**config.mk**
```make
export PLATFORM = sky130hd
export DESIGN_NAME = aes_mask_ctrl
export DESIGN_NICKNAME = d
export VERILOG_FILES = /design/src/rtl/aes_mask_pkg.sv /design/src/rtl/aes_mask_ctrl.sv
export SDC_FILE = /design/constraint.sdc
export NUM_CORES = 1
export LEC_CHECK = 0
export ABC_AREA = 1
export CAP_MARGIN = 30
export CORE_AREA = 3 3 310 312
export DETAILED_ROUTE_END_ITERATION = 12
export DIE_AREA = 0 0 313 315
export RECOVER_POWER = 100
export SETUP_SLACK_MARGIN = 0.2
export SYNTH_ARGS = -nofsm -noshare
export SYNTH_HDL_FRONTEND = slang
export SYNTH_SLANG_ARGS = --single-unit
```
**constraint.sdc**
```tcl
create_clock -name clk -period 1.8 [get_ports clk]
set_input_delay 0.18 -clock clk [delete_from_list [all_inputs] [get_ports clk]]
set_output_delay 0.18 -clock clk [all_outputs]
set_load 0.03 [all_outputs]
```
**src/rtl/aes_mask_pkg.sv**
```systemverilog
// Shared definitions for the masking controller: state encoding and default
// round counts for the two key schedules.
package aes_mask_pkg;

  typedef enum logic [2:0] {
    CTRL_IDLE  = 3'd0,
    CTRL_INIT  = 3'd1,
    CTRL_NEXT  = 3'd2,
    CTRL_FINAL = 3'd3,
    CTRL_CAPT  = 3'd4,
    CTRL_RESP  = 3'd5
  } ctrl_state_e;

  localparam int AES128_ROUNDS = 10;
  localparam int AES256_ROUNDS = 14;

endpackage

```
**src/rtl/aes_mask_ctrl.sv**
```systemverilog
// Sequencer for one aes_mask datapath: init, nrounds next pulses, finalize,
// capture, then return the result. Handshakes: a transfer happens in a cycle
// where valid && ready are both high at the rising clk edge; valid holds until then.
module aes_mask_ctrl
  import aes_mask_pkg::*;
#(
  parameter int ROUNDS_128 = AES128_ROUNDS,
  parameter int ROUNDS_256 = AES256_ROUNDS,
  parameter int CNT_W      = 4
) (
  input  logic             clk,
  input  logic             reset_n,
  input  logic             req_valid,
  output logic             req_ready,
  input  logic [127:0]     req_key,
  input  logic [127:0]     req_block,
  input  logic             req_keylen,
  output logic             resp_valid,
  input  logic             resp_ready,
  output logic [127:0]     resp_result,
  input  logic             abort,
  output logic             busy,
  output logic [CNT_W-1:0] round,
  output logic [15:0]      ops_done,
  output logic             mask_init,
  output logic             mask_next,
  output logic             mask_finalize,
  output logic [127:0]     mask_key,
  output logic             mask_keylen,
  output logic [127:0]     mask_block,
  input  logic [127:0]     mask_result
);

  localparam logic [CNT_W-1:0] LAST_128 = CNT_W'(ROUNDS_128 - 1);
  localparam logic [CNT_W-1:0] LAST_256 = CNT_W'(ROUNDS_256 - 1);

  ctrl_state_e      state_q, state_d;
  logic [CNT_W-1:0] round_q, round_d;
  logic [127:0]     key_q, block_q, result_q;
  logic             keylen_q;
  logic [15:0]      ops_q;
  logic [CNT_W-1:0] last_round;
  logic             in_flight;
  logic             accept;
  logic             deliver;

  assign last_round = keylen_q ? LAST_256 : LAST_128;
  assign in_flight  = (state_q == CTRL_INIT) || (state_q == CTRL_NEXT) ||
                      (state_q == CTRL_FINAL) || (state_q == CTRL_CAPT);
  assign accept     = (state_q == CTRL_IDLE) && req_valid;
  assign deliver    = (state_q == CTRL_RESP) && resp_ready;

  always_comb begin
    state_d = state_q;
    round_d = round_q;
    case (state_q)
      CTRL_IDLE: begin
        round_d = '0;
        if (req_valid) state_d = CTRL_INIT;
      end
      CTRL_INIT:  state_d = CTRL_NEXT;
      CTRL_NEXT: begin
        if (round_q == last_round) begin
          round_d = '0;
          state_d = CTRL_FINAL;
        end else begin
          round_d = round_q + CNT_W'(1);
        end
      end
      CTRL_FINAL: state_d = CTRL_CAPT;
      CTRL_CAPT:  state_d = CTRL_RESP;
      CTRL_RESP: begin
        if (resp_ready) state_d = CTRL_IDLE;
      end
      default: begin
        state_d = CTRL_IDLE;
        round_d = '0;
      end
    endcase
    // Once the result is captured it is always delivered, so abort stops at CAPT.
    if (abort && in_flight) begin
      state_d = CTRL_IDLE;
      round_d = '0;
    end
  end

  always_ff @(posedge clk) begin
    if (!reset_n) begin
      state_q  <= CTRL_IDLE;
      round_q  <= '0;
      key_q    <= '0;
      block_q  <= '0;
      keylen_q <= 1'b0;
      result_q <= '0;
      ops_q    <= '0;
    end else begin
      state_q <= state_d;
      round_q <= round_d;
      if (accept) begin
        key_q    <= req_key;
        block_q  <= req_block;
        keylen_q <= req_keylen;
      end
      if ((state_q == CTRL_CAPT) && !abort) result_q <= mask_result;
      if (deliver && (ops_q != 16'hffff)) ops_q <= ops_q + 16'd1;
    end
  end

  // Control outputs are gated by reset_n so they read 0 for the whole reset window.
  assign req_ready     = (state_q == CTRL_IDLE)  && reset_n;
  assign busy          = (state_q != CTRL_IDLE)  && reset_n;
  assign resp_valid    = (state_q == CTRL_RESP)  && reset_n;
  assign mask_init     = (state_q == CTRL_INIT)  && reset_n;
  assign mask_next     = (state_q == CTRL_NEXT)  && reset_n;
  assign mask_finalize = (state_q == CTRL_FINAL) && reset_n;

  assign round       = round_q;
  assign ops_done    = ops_q;
  assign resp_result = result_q;
  assign mask_key    = key_q;
  assign mask_block  = block_q;
  assign mask_keylen = keylen_q;

endmodule
```
# After elaboration in Yosys (flattened, before gate mapping)
# Cells that the tools add are included.
# Widths: inputs -> output; s select.
[totals]
ff_bits = 408
input_bits = 390
output_inout_bits = 411
word_cells = 47
[classes]
add_sub_neg = 2
eq_ne = 10
mux = 7
bitwise_logic = 1
reduce_logical = 20
[ops]
columns = ["op", "n"]
rows = [
  ["$pmux 3 s6", 1],
  ["$add 16x1->16 const B", 1],
  ["$ne 16x16->1 const B", 1],
  ["$mux 3", 4],
  ["$logic_and 1x1->1", 11],
  ["$pmux 4 s2", 1],
  ["$eq 3x2->1 const B", 2],
  ["$eq 3x3->1 const B", 2],
  ["$add 4x1->4 const B", 1],
  ["$eq 4x4->1", 1],
  ["$mux 4", 1],
  ["$ne 2x2->1 const B", 2],
  ["$reduce_or 4->1", 1],
  ["$eq 3x1->1 const B", 1],
  ["$logic_not 3->1", 1],
  ["$logic_or 1x1->1", 3],
  ["$reduce_and 3->1", 1],
  ["$reduce_bool 3->1", 1],
  ["$ne 2x1->1 const B", 1],
  ["$reduce_or 2->1", 1],
  ["$logic_not 1->1", 1],
  ["$not 1->1", 1],
]

# Longest topological paths before layout
# Gate-level depths: netlist of run 1.
[depth]
depth_word = 6
depth_mapped = 9
ltp_nobuf = 9

# Worst setup path after synthesis of run 1
# OpenSTA, ideal clock, no wires.
[synth_timing]
path_kind = "register -> register"
startpoint = "register ops_q[0], in the netlist ops_done[0]"
endpoint = "register ops_q[0], in the netlist ops_done[0]"
setup_ps = 114
arrival_time_ps = 1622
setup_slack_ps = 65
path_stages_with_launch = 10
period_less_slack_ps = 1735
cell_sequence = "dfxtp_1 ha_1 nand2_1 nor2_1 nand2_1 nor2_2 nor2_4 buf_6 nor2_1 nor2_1"
[synth_via]
elab_chain_len = 2
elab_cells_between_ends = 3
cone_classes = "add/sub (1); eq/ne (1); reduce/logical (1)"
[synth_lines]
columns = ["element", "line_no", "text"]
rows = [
  ["start: declaration", "aes_mask_ctrl.sv:41", "logic [15:0] ops_q;"],
  ["start signal: assignment", "aes_mask_ctrl.sv:105", "if (deliver && (ops_q != 16'hffff)) ops_q <= ops_q + 16'd1;"],
  ["parallel branches: the longest is 2 deep, another holds $add 16x1->16", "n/a", ""],
]
# Several ways; the timed one is not identified.
# A chain may end at the register's enable or synchronous reset.

# Worst setup path in the final report of run 1
[layout_timing]
startpoint = "register state_q[0]"
endpoint = "output busy"
[layout_via]
elab_chain_len = 2
[layout_lines]
columns = ["element", "line_no", "text"]
rows = [
  ["start: declaration", "aes_mask_ctrl.sv:37", "ctrl_state_e state_q, state_d;"],
  ["start signal: assignment", "aes_mask_ctrl.sv:97", "state_q <= state_d;"],
  ["$reduce_bool 3->1", "aes_mask_ctrl.sv:111", "assign busy = (state_q != CTRL_IDLE) && reset_n;"],
  ["$logic_and 1x1->1", "aes_mask_ctrl.sv:111", ""],
  ["end: declaration", "aes_mask_ctrl.sv:22", "output logic busy,"],
]
# No other way between the ends.

==> results by group, run 1 <==
Drt
  – Via count: between 15,000 and 20,000
  – Drt total wl: approximately 71,000 um
  – DR iter-0 viols: between 1,000 and 1,500
  – Antenna-violating nets left: 0
  – Vias/cell: roughly 4.2
  – DR WL/cell: around 18 um
  – Residual DRC count: 0
  – Drt pass-1 iters: 5

Layout
  – Share of cells above drive strength 1: 0.0943
  – Layout Cells excl Fill: roughly 4,000
  – Layout fillers: ~10,000
  – NumNets Final: between 3,000 and 4,000
  – Final instance area: between 20,000 and 30,000 um^2
  – Area delta synth->final: 71.9%

Synth
  – Syn_nets: between 2,000 and 2,500
  – Yosys top cell by area: dfxtp_1
  – Top_reg_cell synth: dfxtp_1
  – Seq/Total Area, Yosys: 0.530
  – Register bit count reported by yosys: 408
  – Post-synth top cells: 448 x nand2_1, 408 x dfxtp_1, 400 x a21oi_1
  – Largest cells by area after synthesis: dfxtp_1 53%, a21oi_1 13%, nand3_1 13%
  – Post-synth EDFFs: 0
  – Library cells used by synthesis: 28
  – Asr flop ratio synth: 0
  – Synthesized instance count: roughly 1,900
  – Count leader, synth: nand2_1
  – Synthesis Warnings: 0
  – Post-Syn Area: ~15,000 um^2
  – Synthesized area per cell: roughly 8 um^2
  – Share of the synthesized area in the top cell type: 0.530

Clocking
  – H-tree levels: 2
  – Clock slew at reported path FFs: 0.06 ns
  – TritonCTS buffer count: 49
  – Clk_lat worst skew: roughly 0.60 ns
  – CTS sink cnt: around 410
  – CTS tree: done
  – Longest Clk Path Bufs: 3
  – Root Driver: clkbuf_16

GRT
  – Total track usage: 0.135
  – Grt total ovfl: 0
  – Largest net degree at the start of global routing: 67
  – Initial antenna violation count: 12
  – First-pass GRT wire length: ~100,000 um
  – Vias in the first global route: roughly 16,000

Setup path
  – Crit Path Max Fanout: 3
  – CP Capture Type: output pin
  – Crit Path Class: reg -> out
  – Worst EP required: roughly 1.6 ns
  – Arrival time worst endpoint: 1.62 ns
  – Startpoint types: flop

Power and ir drop
  – Switching part of the total: 0.380
  – Tot Pwr: about 34 mW
  – Leakage: ~10 nW
  – Internal: approximately 21 mW
  – Comb power frac: 0.386
  – Clk network pwr share: 0.292
  – Pwr dens: 1280 nW/um^2
  – NetSw: between 10 and 15 mW
  – Peak supply drop: around 0.85 mV
  – Reg power frac: 0.323

Timing
  – Final Critical Period: roughly 1.8 ns
  – Fin Setup TNS: -0.00225 ns
  – Clock Skew: 0.00864 ns
  – Worst-Margin Slew: 0.550 ns
  – Final Setup Violations: 1
  – Max-slew violations: 0
  – Max Freq: 555 MHz
  – Min Hold Slack: roughly 0.16 ns
  – Final period utilization: 1.00
  – RSZ-0062 raised after global routing: yes
  – Max_slew headroom: 0.635
  – Fin. Hold Viols: 0
  – PnR worst setup slack: -0.00225 ns

Worst hold path
  – Type of the most critical hold path: in -> reg

Floorplan
  – Die height: 315 um
  – Core Box Area: slightly above 90,000 um^2
  – Initial Util: 0.165
  – Die area: 98,600 um^2
  – Row count: 112
  – Ports: 801
  – Die Wd: about 310 um

Place
  – Placed insts: around 4,000
  – RePlAce Congestion: about 0.85
  – Count of input and output buffers: 800
  – Placed cell areas: between 20,000 and 30,000 um^2
  – DP Wirelength: around 52,000 um

Status
  – Violated checks: negative setup slack
  – Outcome: finished with violations

Job
  – Max-cap violations: 0
worst paths after layout:
| path | start | endpoint | slack [ns] | cells past startpoint |
|---|---|---|---|---|
| worst max-delay path | state_q[0]$_SDFFE_PP0P_ | busy | -0.002 | 7 |
| worst min register to register | mask_block[118]$_SDFFE_PN0P_ | mask_block[118]$_SDFFE_PN0P_ | 0.45 | 2 |
| worst min-delay path | req_block[66] | mask_block[66]$_SDFFE_PN0P_ | 0.16 | 3 |
| worst max register to register | state_q[2]$_SDFFE_PP0P_ | resp_result[11]$_SDFFE_PN0P_ | 0.03 | 7 |
power groups by stage:
stage	clock (mW)	combinational, mW	sequential (mW)
after floorplan	0	5.09	13.5
after global placement	0	12.5	11.1
after detailed placement	0	12.5	11.1
after CTS	10.3	13.1	10.9
after global routing	10.6	14.0	11.1
final	9.89	13.1	10.9
state kept, by name (all words and copies together) (netlist names):
register	flops
mask_keylen	1
mask_key	128
resp_result	128
ops_done	16
mask_block	128
round	4
state_q	3
area by class of cell:
class | count | area [um^2] | share of cell area
Timing Repair Buffer | 918 | 8780 | 0.331
Sequential cell | 408 | 8190 | 0.309
Multi-Input combinational cell | 1323 | 6270 | 0.237
Tap cell | 1254 | 1570 | 0.0592
Clock buffer | 71 | 1390 | 0.0524
Clock inverter | 14 | 183 | 0.00689
Inverter | 23 | 109 | 0.00411
Antenna cell | 4 | 10.0 | 0.000378
worst max-delay path, cell delays in order (launching register included):
cell and delay (ns):
dfxtp_2 0.34, nor2_4 0.16, nand2_8 0.08, inv_8 0.07, buf_16 0.11, buf_8 0.10, nor2_4 0.03, buf_6 0.14
cells by family after synthesis:
| group | share of synthesized area |
|---|---|
| flops | 0.530 |
| simple gates | 0.256 |
| xor+xnor | 0.00454 |
| fa+ha+maj | 0.00243 |
| buf+inv | 0.0733 |
| compound gates | 0.134 |
cell usage in the layout (no fill, tap or decap), drive strengths merged:
| cell | n |
|---|---|
| clkbuf | 145 |
| nor3b | 1 |
| bufinv | 3 |
| clkdlybuf4s50 | 388 |
| o21ai | 10 |
| buf | 120 |
| dlygate4sd2 | 234 |
| a21oi | 400 |
| a31oi | 1 |
| inv | 26 |
| clkdlybuf4s25 | 1 |
| bufbuf | 3 |
| or2 | 1 |
| nand3 | 397 |
| nand4 | 8 |
| ha | 3 |
| clkinv | 8 |
| xnor2 | 2 |
| nor3 | 3 |
| dlygate4sd3 | 1 |
| xor2 | 6 |
| nor2 | 40 |
| nand2 | 451 |
| diode | 4 |
| dfxtp | 408 |
| clkdlybuf4s15 | 97 |
metal layers:
| layer | track usage | up-vias | routed length, um |
|---|---|---|---|
| li1 | - | 8108 | - |
| met1 | 0.156 | 7820 | 28200 |
| met2 | 0.224 | 663 | 34000 |
| met3 | 0.0506 | 126 | 6650 |
| met4 | 0.0530 | 8 | 2500 |
| met5 | 0 | - | 61 |
through the flow:
stage                     setup WS, ns  utilization
after global routing           -0.0893        0.284
after global placement           0.106        0.270
after detailed placement        0.0886        0.270
after CTS                      -0.0787        0.288
after floorplan                  0.220            -
final                         -0.00225        0.284
timing repair:
action,4_1_cts,5_1_grt
hold endpoints to repair,1,0
resized for setup,726,19
gates cloned,5,2
pin swaps,6,5
hold buffers,1,0
endpoints found under the setup margin,508,347
setup buffers,12,3
Power figures use the tool's default switching activity.
==> inputs of run 2 (changes only) <==
- PLACE_DENSITY: default -> 0.49
==> results by group, run 2 (same netlist as run 1, synthesis figures left out) <==
Setup path
  – CP endpoint: busy
  – Worst EP required: about 1.6 ns
  – R2R setup slack: 0.02 ns
  – Startpoint types: flop
  – Crit Path Class: reg -> out
  – R2R cell count: 8
  – Arrival time worst endpoint: 1.63 ns
  – CP Capture Type: output pin
  – Crit Path Max Fanout: 3
  – Critical path startpoint: state_q[2]$_SDFFE_PP0P_
  – R2R Path End: mask_keylen$_SDFFE_PN0P_
  – Worst R2R Start: state_q[2]$_SDFFE_PP0P_

Drt
  – Residual DRC count: 0
  – Vias/cell: between 4 and 5
  – Antenna-violating nets left: 0
  – DR WL/cell: roughly 18 um
  – Via count: around 16,000
  – Drt total wl: 71,700 um
  – DR iter-0 viols: ~860
  – Drt pass-1 iters: 4

Timing
  – Worst-Margin Slew: about 0.58 ns
  – Final Setup Violations: 1
  – RSZ-0062 raised after global routing: yes
  – Fin. Hold Viols: 0
  – Final Critical Period: ~1.8 ns
  – Clock Skew: approximately 0.012 ns
  – PnR worst setup slack: -0.00831 ns
  – Max_slew headroom: 0.616
  – Max Freq: 553 MHz
  – Max-slew violations: 0
  – Final period utilization: 1.00

Clocking
  – CTS Hold Bufs: 0
  – CTS sink cnt: between 400 and 500
  – H-tree levels: 2
  – Clk_lat worst skew: 0.60 ns
  – Longest Clk Path Bufs: 3
  – Clock slew at reported path FFs: approximately 0.060 ns
  – TritonCTS buffer count: around 50
  – CTS tree: done
  – Root Driver: clkbuf_16

Layout
  – Commonest non-fill, non-tap cell in the layout: nand2_1
  – Area delta synth->final: 70.8%
  – Core Util, Final: 0.282
  – Most frequent cells in the layout: 445 x nand2_1, 400 x dfxtp_1, 398 x a21oi_1, 393 x nand3_1, 388 x clkdlybuf4s50_1
  – NumNets Final: just over 3,000
  – Share of cells above drive strength 1: 0.0915

Power and ir drop
  – Peak supply drop: about 0.61 mV
  – Reg power frac: 0.320
  – Switching part of the total: 0.375
  – Comb power frac: 0.365
  – Leakage: between 9 and 10 nW
  – Internal: ~21 mW
  – NetSw: between 10 and 15 mW
  – Clk network pwr share: 0.315
  – Pwr dens: about 1300 nW/um^2

GRT
  – Total track usage: 0.136
  – First-pass GRT wire length: between 100,000 and 150,000 um
  – Largest net degree at the start of global routing: 91
  – Grt total ovfl: 0
  – Vias in the first global route: approximately 16,000
  – Initial antenna violation count: 5

Job
  – Max-cap violations: 0

Place
  – RePlAce Congestion: about 0.8
  – DP Wirelength: around 52,000 um
  – Count of input and output buffers: 800
  – Pre-CTS setup slack: 0.162 ns

Floorplan
  – Die Wd: approximately 310 um
  – Die area: 98,600 um^2
  – Row count: approximately 110
  – Core Box Area: approximately 93,000 um^2
  – Initial Util: 0.165
  – Die height: ~320 um
  – Ports: approximately 800

Worst hold path
  – Type of the most critical hold path: in -> reg

Status
  – Violated checks: negative setup slack
  – Outcome: finished with violations
-- run 2: cell count changes in the layout (fill, tap and decap cells not counted), sizes merged --
cell           previous run  this run
clkdlybuf4s15            97         0
bufbuf                    3         2
clkbuf                  145       186
dlygate4sd2             234       184
clkdlybuf4s25             1       123
clkinv                    8         9
clkinvlp                  0         3
dlygate4sd3               1         0
buf                     120       102
inv                      26        24
-- run 2: layer usage --
metal	vias to the layer above	part of all wire	track usage
met5	-	0.00052	0
met2	563	0.49	0.231
met3	89	0.082	0.0465
li1	8101	-	-
met1	7668	0.41	0.162
met4	4	0.023	0.0421
-- run 2: how the worst min path moves through the flow --
stage	to	start	cells after the start
after floorplan	ops_done[0]$_SDFFE_PN0P_	reset_n	2
after global placement	resp_result[116]$_SDFFE_PN0P_	resp_result[116]$_SDFFE_PN0P_	2
after detailed placement	mask_key[68]$_SDFFE_PN0P_	mask_key[68]$_SDFFE_PN0P_	2
after CTS	mask_key[72]$_SDFFE_PN0P_	req_valid	4
after global routing	mask_key[4]$_SDFFE_PN0P_	req_key[4]	3
final	mask_key[113]$_SDFFE_PN0P_	req_valid	4
-- run 2: repair_timing --
item                       4_1_cts  5_1_grt
buffers inserted                12        4
setup endpoints to repair      419      482
gates resized for setup        797       13
pin swaps                       11        6
cloned                           2        3
-- run 2: final cells by class --
cell class                      instances  area [um^2]
Antenna cell                            4         10.0
Clock buffer                           79         1570
Clock inverter                         16          206
Fill cell                           10204        67000
Inverter                               23          106
Multi-Input combinational cell       1323         6230
Sequential cell                       408         8180
Tap cell                             1254         1570
Timing Repair Buffer                  906         8460
-- run 2: worst max-delay path, stage by stage, from the launching register on --
cell,delay [ns]
dfxtp_4,0.37
nor2_4,0.05
nand2_4,0.09
inv_8,0.04
buf_16,0.12
buf_8,0.11
nor2_4,0.11
buf_6,0.14
-- run 2: stage by stage --
step | instance area (um^2) | cells | TNS, ns | hold slack [ns] | power (mW)
2_1_floorplan | 15400 | 1926 | 0 | 0.293 | 18.6
3_3_place_gp | 25000 | 3893 | 0 | 0.444 | 23.6
3_5_place_dp | 25000 | 3893 | 0 | 0.450 | 23.5
4_1_cts | 26900 | 4002 | -0.232 | 0.0678 | 34.9
5_1_grt | 26300 | 4012 | -9.17 | 0.0988 | 36.0
6_report | 26300 | 4013 | -0.00831 | 0.128 | 34.1
-- run 2: power groups by stage --
stage	registers, mW	clock network [mW]	logic [mW]
4_1_cts	10.9	11.1	12.8
2_1_floorplan	13.5	0	5.09
3_5_place_dp	11.1	0	12.4
6_report	10.9	10.7	12.5
3_3_place_gp	11.1	0	12.5
5_1_grt	11.1	11.5	13.4
